$ cat config.mk
export PLATFORM = sky130hd
export DESIGN_NAME = norm_shift
export DESIGN_NICKNAME = d
export VERILOG_FILES = /design/src/rtl/norm_pkg.sv /design/src/rtl/norm_shift_lzc32.sv /design/src/rtl/norm_shift.sv
export SDC_FILE = /design/constraint.sdc
export NUM_CORES = 1
export LEC_CHECK = 0
export ABC_CLOCK_PERIOD_IN_PS = 3100
export CAP_MARGIN = 20
export CORE_ASPECT_RATIO = 1.25
export CORE_MARGIN = 1
export CORE_UTILIZATION = 45
export CTS_CLUSTER_SIZE = 20
export DETAILED_ROUTE_END_ITERATION = 10
export SYNTH_ARGS = -nofsm -noshare
export SYNTH_HDL_FRONTEND = slang
export SYNTH_HIERARCHICAL = 1
export SYNTH_SLANG_ARGS = --single-unit
$ cat constraint.sdc
create_clock -name clk -period 3.1 [get_ports clk]
set_input_delay 0.465 -clock clk [delete_from_list [all_inputs] [get_ports clk]]
set_output_delay 0.465 -clock clk [all_outputs]
set_load 0.02 [all_outputs]
$ cat src/rtl/norm_pkg.sv
// norm_pkg: shared widths, stage record and bit-reverse helper for norm_shift
package norm_pkg;
    localparam int WIDTH = 32;
    localparam int SW = 5;

    typedef struct packed {
        logic [WIDTH-1:0] data;
        logic             dir;
        logic [SW-1:0]    cnt;
        logic             zero;
        logic             valid;
    } stage_t;

    function automatic logic [WIDTH-1:0] bit_rev(input logic [WIDTH-1:0] x);
        logic [WIDTH-1:0] r;
        for (int i = 0; i < WIDTH; i++) r[i] = x[WIDTH-1-i];
        return r;
    endfunction
endpackage

$ cat src/rtl/norm_shift_lzc32.sv
// lzc32: combinational leading-zero counter
//   word  in  WIDTH  word to scan from the MSB down
//   count out SW     number of leading zeros (0 when word is all-zero)
//   zero  out 1      word is all-zero
module lzc32
    import norm_pkg::*;
(
    input  logic [WIDTH-1:0] word,
    output logic [SW-1:0]    count,
    output logic             zero
);
    // Scanning upward lets the highest set bit be the last writer.
    always_comb begin
        count = '0;
        zero  = 1'b1;
        for (int i = 0; i < WIDTH; i++) begin
            if (word[i]) begin
                count = SW'(WIDTH - 1 - i);
                zero  = 1'b0;
            end
        end
    end
endmodule

$ cat src/rtl/norm_shift.sv
// norm_shift: three-stage pipelined normalizer (leading/trailing one to word boundary)
//   clk      in  1      rising-edge clock
//   reset    in  1      asynchronous active-low reset
//   I        in  WIDTH  word to normalize
//   R        in  1      0 = left-normalize, 1 = right-normalize
//   I_valid  in  1      I/R valid
//   I_ready  out 1      block accepts this cycle
//   O        out WIDTH  normalized word
//   S        out SW     shift amount applied
//   Z        out 1      input word was all-zero
//   O_valid  out 1      O/S/Z valid
//   O_ready  in  1      downstream accepts
module norm_shift
    import norm_pkg::*;
(
    input  logic             clk,
    input  logic             reset,
    input  logic [WIDTH-1:0] I,
    input  logic             R,
    input  logic             I_valid,
    output logic             I_ready,
    output logic [WIDTH-1:0] O,
    output logic [SW-1:0]    S,
    output logic             Z,
    output logic             O_valid,
    input  logic             O_ready
);
    logic [WIDTH-1:0] s1_data;
    logic             s1_dir;
    logic             s1_valid;
    stage_t           s2;
    logic             adv;
    logic [WIDTH-1:0] enc_in;
    logic [SW-1:0]    enc_cnt;
    logic             enc_zero;
    logic [WIDTH-1:0] sh;

    // One global enable: the whole pipe moves or the whole pipe holds.
    assign adv     = ~O_valid | O_ready;
    assign I_ready = adv;

    // Trailing-zero count is the leading-zero count of the mirrored word.
    assign enc_in = s1_dir ? bit_rev(s1_data) : s1_data;

    lzc32 u_lzc (
        .word  (enc_in),
        .count (enc_cnt),
        .zero  (enc_zero)
    );

    // Logarithmic shifter: one level per bit of the count.
    always_comb begin
        sh = s2.data;
        for (int k = 0; k < SW; k++) begin
            if (s2.cnt[k]) sh = s2.dir ? sh >> (1 << k) : sh << (1 << k);
        end
    end

    always_ff @(posedge clk or negedge reset) begin
        if (!reset) begin
            s1_data  <= '0;
            s1_dir   <= 1'b0;
            s1_valid <= 1'b0;
            s2       <= '0;
            O        <= '0;
            S        <= '0;
            Z        <= 1'b0;
            O_valid  <= 1'b0;
        end else if (adv) begin
            s1_data  <= I;
            s1_dir   <= R;
            s1_valid <= I_valid;
            s2       <= '{data: s1_data, dir: s1_dir, cnt: enc_cnt, zero: enc_zero, valid: s1_valid};
            O        <= sh;
            S        <= s2.cnt;
            Z        <= s2.zero;
            O_valid  <= s2.valid;
        end
    end
endmodule

==> flow_metrics.env, run 1 <==
export IMPL_post_cts_setup_buffers=0
export IMPL_syn_to_final_growth_pct=18.8
export IMPL_min_path_type="primary input to async pin"
export IMPL_postLayoutCoreUtil_pct=55.0
export IMPL_finalCritPeriodShare_pct=86.6
export IMPL_htreeDepth=4
export IMPL_cts_resized=0
export IMPL_clock_latency_ps=430
export IMPL_clockBufferDepth=2
export IMPL_wl_per_cell_um=23.4
export IMPL_worst_r2r_setup_slack_ps=410
export IMPL_io_buffers=76
export IMPL_synth_top_cell_by_area="dfrtp_1"
export IMPL_yosys_top_cells_area="dfrtp_1 (31%), nand2_1 (12%), mux2i_1 (8.5%), mux2_2 (4.5%), nor2_1 (4.5%)"
export IMPL_rsz0062_at_grt="no"
export IMPL_outcome="complete, no violations"
export IMPL_root_buffer="clkbuf_16"
export IMPL_cts_made_buffers=17
export IMPL_synth_top_cell_area_share_pct=31.3
export IMPL_slew_headroom_pct=49.9
export IMPL_cap_violations=0
export IMPL_fmax_ghz=0.372
export IMPL_synth_ff_type="dfrtp_1"
export IMPL_layout_drive_gt1_share_pct=14.1
export IMPL_avgSynthCellArea_sq_um=7.80
export IMPL_max_vdd_ir_drop_uv=512
export IMPL_seq_area_frac_synth_pct=31.3
export IMPL_hold_violations=0
export IMPL_fillCellCount=1964
export IMPL_yosysUniqueCellTypes=82
export IMPL_critPathKind="flop to flop"
export IMPL_final_setup_tns_ps=0
export IMPL_r2r_cells=9
export IMPL_fp_dieArea_sq_mm=0.0207
export IMPL_grt_pass1_wl_mm=54.1
export IMPL_dr_first_iter_drc_count=857
export IMPL_io_pins=77
export IMPL_initial_utilization_pct=46.3
export IMPL_diodes=0
export IMPL_cp_end_kind="flop"
export IMPL_p_per_area_mw_per_mm2=1140
export IMPL_worstPathMaxFanout=18
export IMPL_r2r_end="s2[4]$_DFFE_PN0P_"
export IMPL_drv_slew=0
export IMPL_drt_pass1_iter_count=5
export IMPL_mostFrequentLayoutCells="nand2_1 (280), dfrtp_1 (109), nor2_1 (108), mux2i_1 (77), clkdlybuf4s50_1 (75)"
export IMPL_finalCriticalPeriod_ps=2690
export IMPL_grt_pass1_vias=9001
export IMPL_wirelength_mm=35.0
export IMPL_ys_warn_count=6
export IMPL_leakagePower_uw=0.00453
export IMPL_setup_viol_count_final=0
export IMPL_required_ps=3380
export IMPL_drc_errors=0
export IMPL_rows=57
export IMPL_worst_slew_pin_slew_ps=742
export IMPL_r2r_start="s1_dir$_DFFE_PN0P_"
export IMPL_gp_congestion=1.02
export IMPL_fp_dieW_um=129
export IMPL_synth_edff_count=0
export IMPL_dp_hpwl_mm=25.9
export IMPL_ys_ff_latch=113
export IMPL_arrival_ps=2960
export IMPL_core_area_sq_mm=0.0195
export IMPL_syn_num_nets=1197
export IMPL_vias_per_cell=6.20
export IMPL_fin_nets=1255
export IMPL_antenna_found_initial=0
export IMPL_start_kind="flop"
export IMPL_layout_commonest_cell="nand2_1"
export IMPL_grt_use_total_pct=35.1
export IMPL_die_h_um=160
export IMPL_cts_tree="done"
export IMPL_syn_cell_area_sq_mm=0.00904
export IMPL_clk_pin_slew_ps=70
export IMPL_synthCells=1160
export IMPL_cts_hold_fix_buffers=0
export IMPL_ant_nets=0
export IMPL_synthArstFlopShare_pct=100
export IMPL_gr_total_overflow=0
export IMPL_cts_sinks=113
export IMPL_vias=9281
export IMPL_skew_ps=12.8
export IMPL_grt_max_degree=89
layer usage:
layer  up-vias  global-route usage (%)  part of all wire, %
met5         -                       0                    0
met2       465                    56.8                   47
met3       134                    6.03                  5.8
met4         0                    24.0                  6.9
li1       4301                       -                    -
met1      4381                    42.2                   40
sequential cells by signal (all words and copies together), names as in the netlist:
register / count
s2: 40
O: 32
s1_data: 32
S: 5
O_valid: 1
Z: 1
s1_dir: 1
s1_valid: 1
per-stage QoR:
step | power, uW | area (sq um) | std cells | hold WS, ps | setup WS [ps]
CTS | 12100 | 10700 | 1496 | 86.5 | 417
floorplan | 7390 | 9040 | 1160 | 169 | 491
finish | 12200 | 10700 | 1496 | 50.7 | 415
global placement | 9980 | 10100 | 1464 | 442 | 426
global route | 12900 | 10700 | 1496 | 119 | 216
detailed placement | 10000 | 10100 | 1464 | 448 | 440
power breakdown:
group          switching, uW  internal, uW
Combinational           4400          2890
Sequential               860          2000
Clock                    860          1210
synthesized netlist by cell type (7+ instances only):
master / n
inv_1: 9
nand2b_1: 14
mux2_2: 36
mux2i_1: 77
o21ai_1: 9
a211oi_2: 12
o22ai_1: 27
a31oi_1: 8
nand2_1: 280
o31ai_1: 12
o21ai_0: 69
dfrtp_1: 113
nor3_1: 34
o211ai_1: 14
a22oi_1: 8
o221ai_1: 7
buf_6: 12
nand3_1: 15
buf_4: 12
a21oi_1: 54
nor2_1: 108
buf_2: 17
a211oi_1: 33
clkbuf_1: 54
kinds of logic (layout without fill, tap and decap cells):
logic type / Yosys count / count (layout) / share of synthesized area [%]
and+or+nand+nor: 492 / 492 / 23.1
AOI/OAI and AO/OA: 322 / 322 / 24.6
muxes: 117 / 117 / 14.0
buffers and inverters: 116 / 187 / 7.04
DFF: 113 / 113 / 31.3
worst max-delay path by stage:
stage | from | to | slack, ps | cells past startpoint
2_1_floorplan | s1_dir$_DFFE_PN0P_ | s2[4]$_DFFE_PN0P_ | 490 | 10
3_3_place_gp | s2[2]$_DFFE_PN0P_ | O[2]$_DFFE_PN0P_ | 430 | 7
3_5_place_dp | s1_dir$_DFFE_PN0P_ | s2[4]$_DFFE_PN0P_ | 440 | 9
4_1_cts | s1_dir$_DFFE_PN0P_ | s2[4]$_DFFE_PN0P_ | 420 | 9
5_1_grt | s1_dir$_DFFE_PN0P_ | s2[4]$_DFFE_PN0P_ | 220 | 9
6_report | s1_dir$_DFFE_PN0P_ | s2[4]$_DFFE_PN0P_ | 410 | 9
critical path, cell delays in order (launching register included):
cell     delay, ps
dfrtp_1        540
buf_4          310
mux2_2         400
or4_4          550
a21o_1         170
a31oi_1        180
o21ai_1         80
and3_1         200
nand2_1         50
o21ai_0         70
layout make-up:
| cell class | instances | area, sq um | area share (%) |
|---|---|---|---|
| multi-input combinational | 931 | 5590 | 52.0 |
| clock buffer | 17 | 425 | 3.96 |
| tap | 265 | 332 | 3.09 |
| sequential | 113 | 2840 | 26.4 |
| inverter | 13 | 50.0 | 0.466 |
| clock inverter | 15 | 171 | 1.60 |
| timing repair buffer | 142 | 1340 | 12.5 |
Note: power is estimated with default switching activity, not from simulation.
==> run 2, diff against run 1 <==
CELL_PAD_IN_SITES_DETAIL_PLACEMENT = 0   (was default)
CELL_PAD_IN_SITES_GLOBAL_PLACEMENT = 1   (was default)
CORE_UTILIZATION = 44   (was 45)
PLACE_DENSITY_LB_ADDON = 0.1   (was default)
SLEW_MARGIN = 20   (was default)
==> flow_metrics.env, run 2 (synthesis results as in run 1) <==
export IMPL_cts_resized=0
export IMPL_finalPower_uw=11900
export IMPL_drc_errors=0
export IMPL_mostFrequentLayoutCells="nand2_1 (280), dfrtp_1 (109), nor2_1 (108), mux2i_1 (77), clkdlybuf4s50_1 (75)"
export IMPL_seqCellArea_sq_mm=0.00284
export IMPL_fillCellCount=2049
export IMPL_min_path_type="primary input to async pin"
export IMPL_core_area_sq_mm=0.0201
export IMPL_grt_pass1_vias=8797
export IMPL_final_setup_tns_ps=0
export IMPL_gp_congestion=0.957
export IMPL_wirelength_mm=34.4
export IMPL_clockBufferDepth=2
export IMPL_multi_input_area_sq_mm=0.00559
export IMPL_critPathKind="flop to flop"
export IMPL_r2r_cells=7
export IMPL_slowest_stage="dfrtp_2"
export IMPL_gr_total_overflow=0
export IMPL_root_buffer="clkbuf_16"
export IMPL_fin_nets=1250
export IMPL_p_per_area_mw_per_mm2=1120
export IMPL_arrival_ps=3070
export IMPL_drv_slew=0
export IMPL_finalCriticalPeriod_ps=2730
export IMPL_worst_r2r_setup_slack_ps=370
export IMPL_cts_hold_fix_buffers=0
export IMPL_htreeDepth=4
export IMPL_initial_utilization_pct=45.0
export IMPL_drt_pass1_iter_count=5
export IMPL_cts_made_buffers=17
export IMPL_dr_first_iter_drc_count=957
export IMPL_vias_per_cell=6.12
export IMPL_critPathMaxStageDelay_ps=780
export IMPL_io_buffers=76
export IMPL_grt_pass1_wl_mm=53.4
export IMPL_wl_per_cell_um=23.0
export IMPL_grt_use_total_pct=34.1
export IMPL_required_ps=3430
export IMPL_regMostFlops="s2"
export IMPL_io_pins=77
export IMPL_die_h_um=162
export IMPL_leakagePower_uw=0.00447
export IMPL_skew_ps=9.51
export IMPL_start_kind="flop"
export IMPL_top_regs="s2 (40), O (32), s1_data (32)"
export IMPL_crit_chain="buf_4, mux2i_1, a211oi_1, nor2_2, a2111oi_0, a21oi_1, o211ai_1"
export IMPL_cts_sinks=113
export IMPL_rsz0062_at_grt="no"
export IMPL_clock_latency_ps=430
export IMPL_post_cts_setup_buffers=0
export IMPL_outcome="complete, no violations"
export IMPL_layout_commonest_cell="nand2_1"
export IMPL_grt_max_degree=74
export IMPL_setup_viol_count_final=0
export IMPL_rows=58
export IMPL_hold_violations=0
export IMPL_finalCritPeriodShare_pct=88.2
export IMPL_largest_reg_flops=40
export IMPL_fmax_ghz=0.366
export IMPL_worst_slew_pin_slew_ps=739
export IMPL_cp_end_kind="flop"
export IMPL_fp_dieArea_sq_mm=0.0211
export IMPL_vias=9157
export IMPL_diodes=0
export IMPL_critical_path_top_delay_family="compound AO/OA/AOI/OAI gates"
export IMPL_fp_dieW_um=130
export IMPL_cts_tree="done"
export IMPL_r2r_start="s2[7]$_DFFE_PN0P_"
export IMPL_cap_violations=0
export IMPL_max_vdd_ir_drop_uv=469
export IMPL_worstPathMaxFanout=25
export IMPL_slew_headroom_pct=50.5
export IMPL_layout_drive_gt1_share_pct=13.8
export IMPL_dp_hpwl_mm=25.8
export IMPL_timing_critical_path_buf_inv=1
export IMPL_syn_to_final_growth_pct=17.8
export IMPL_ant_nets=0
export IMPL_r2r_end="O[29]$_DFFE_PN0P_"
export IMPL_clk_pin_slew_ps=60
export IMPL_antenna_found_initial=0
[run 2: worst max-delay path by stage]
stage / from / to / depth (start not counted)
2_1_floorplan: s1_dir$_DFFE_PN0P_ / s2[4]$_DFFE_PN0P_ / 10
3_3_place_gp: s2[7]$_DFFE_PN0P_ / O[29]$_DFFE_PN0P_ / 7
3_5_place_dp: s2[7]$_DFFE_PN0P_ / O[29]$_DFFE_PN0P_ / 7
4_1_cts: s2[7]$_DFFE_PN0P_ / O[29]$_DFFE_PN0P_ / 7
5_1_grt: s2[2]$_DFFE_PN0P_ / O[28]$_DFFE_PN0P_ / 7
6_report: s2[7]$_DFFE_PN0P_ / O[29]$_DFFE_PN0P_ / 7
[run 2: power by group]
part / internal (uW) / leakage [uW] / switching (uW)
Clock: 1150 / 0.000280 / 852
Sequential: 2000 / 0.00138 / 893
Combinational: 2780 / 0.00281 / 4240
[run 2: final cells by class]
cell class | instances | area share (%)
sequential | 113 | 26.6
timing repair buffer | 137 | 11.8
clock buffer | 18 | 4.12
tap | 270 | 3.17
multi-input combinational | 931 | 52.4
inverter | 13 | 0.470
clock inverter | 14 | 1.39
[run 2: per-stage QoR]
step	setup WS, ps	utilization [%]	hold WS [ps]	cells	instance area, sq um
after floorplan	491	-	169	1160	9040
after global placement	381	50.1	442	1464	10100
after detailed placement	432	50.1	456	1464	10100
after CTS	407	53.0	59.5	1496	10600
after global routing	242	53.0	67.7	1496	10600
final	367	53.0	24.8	1496	10600
[run 2: layer usage]
| metal | track usage (%) | vias up | wire (um) |
|---|---|---|---|
| met2 | 56.3 | 403 | 16800 |
| met3 | 4.41 | 83 | 1860 |
| li1 | - | 4297 | - |
| met1 | 43.0 | 4374 | 13900 |
| met5 | 0 | - | 0 |
| met4 | 17.8 | 0 | 1730 |
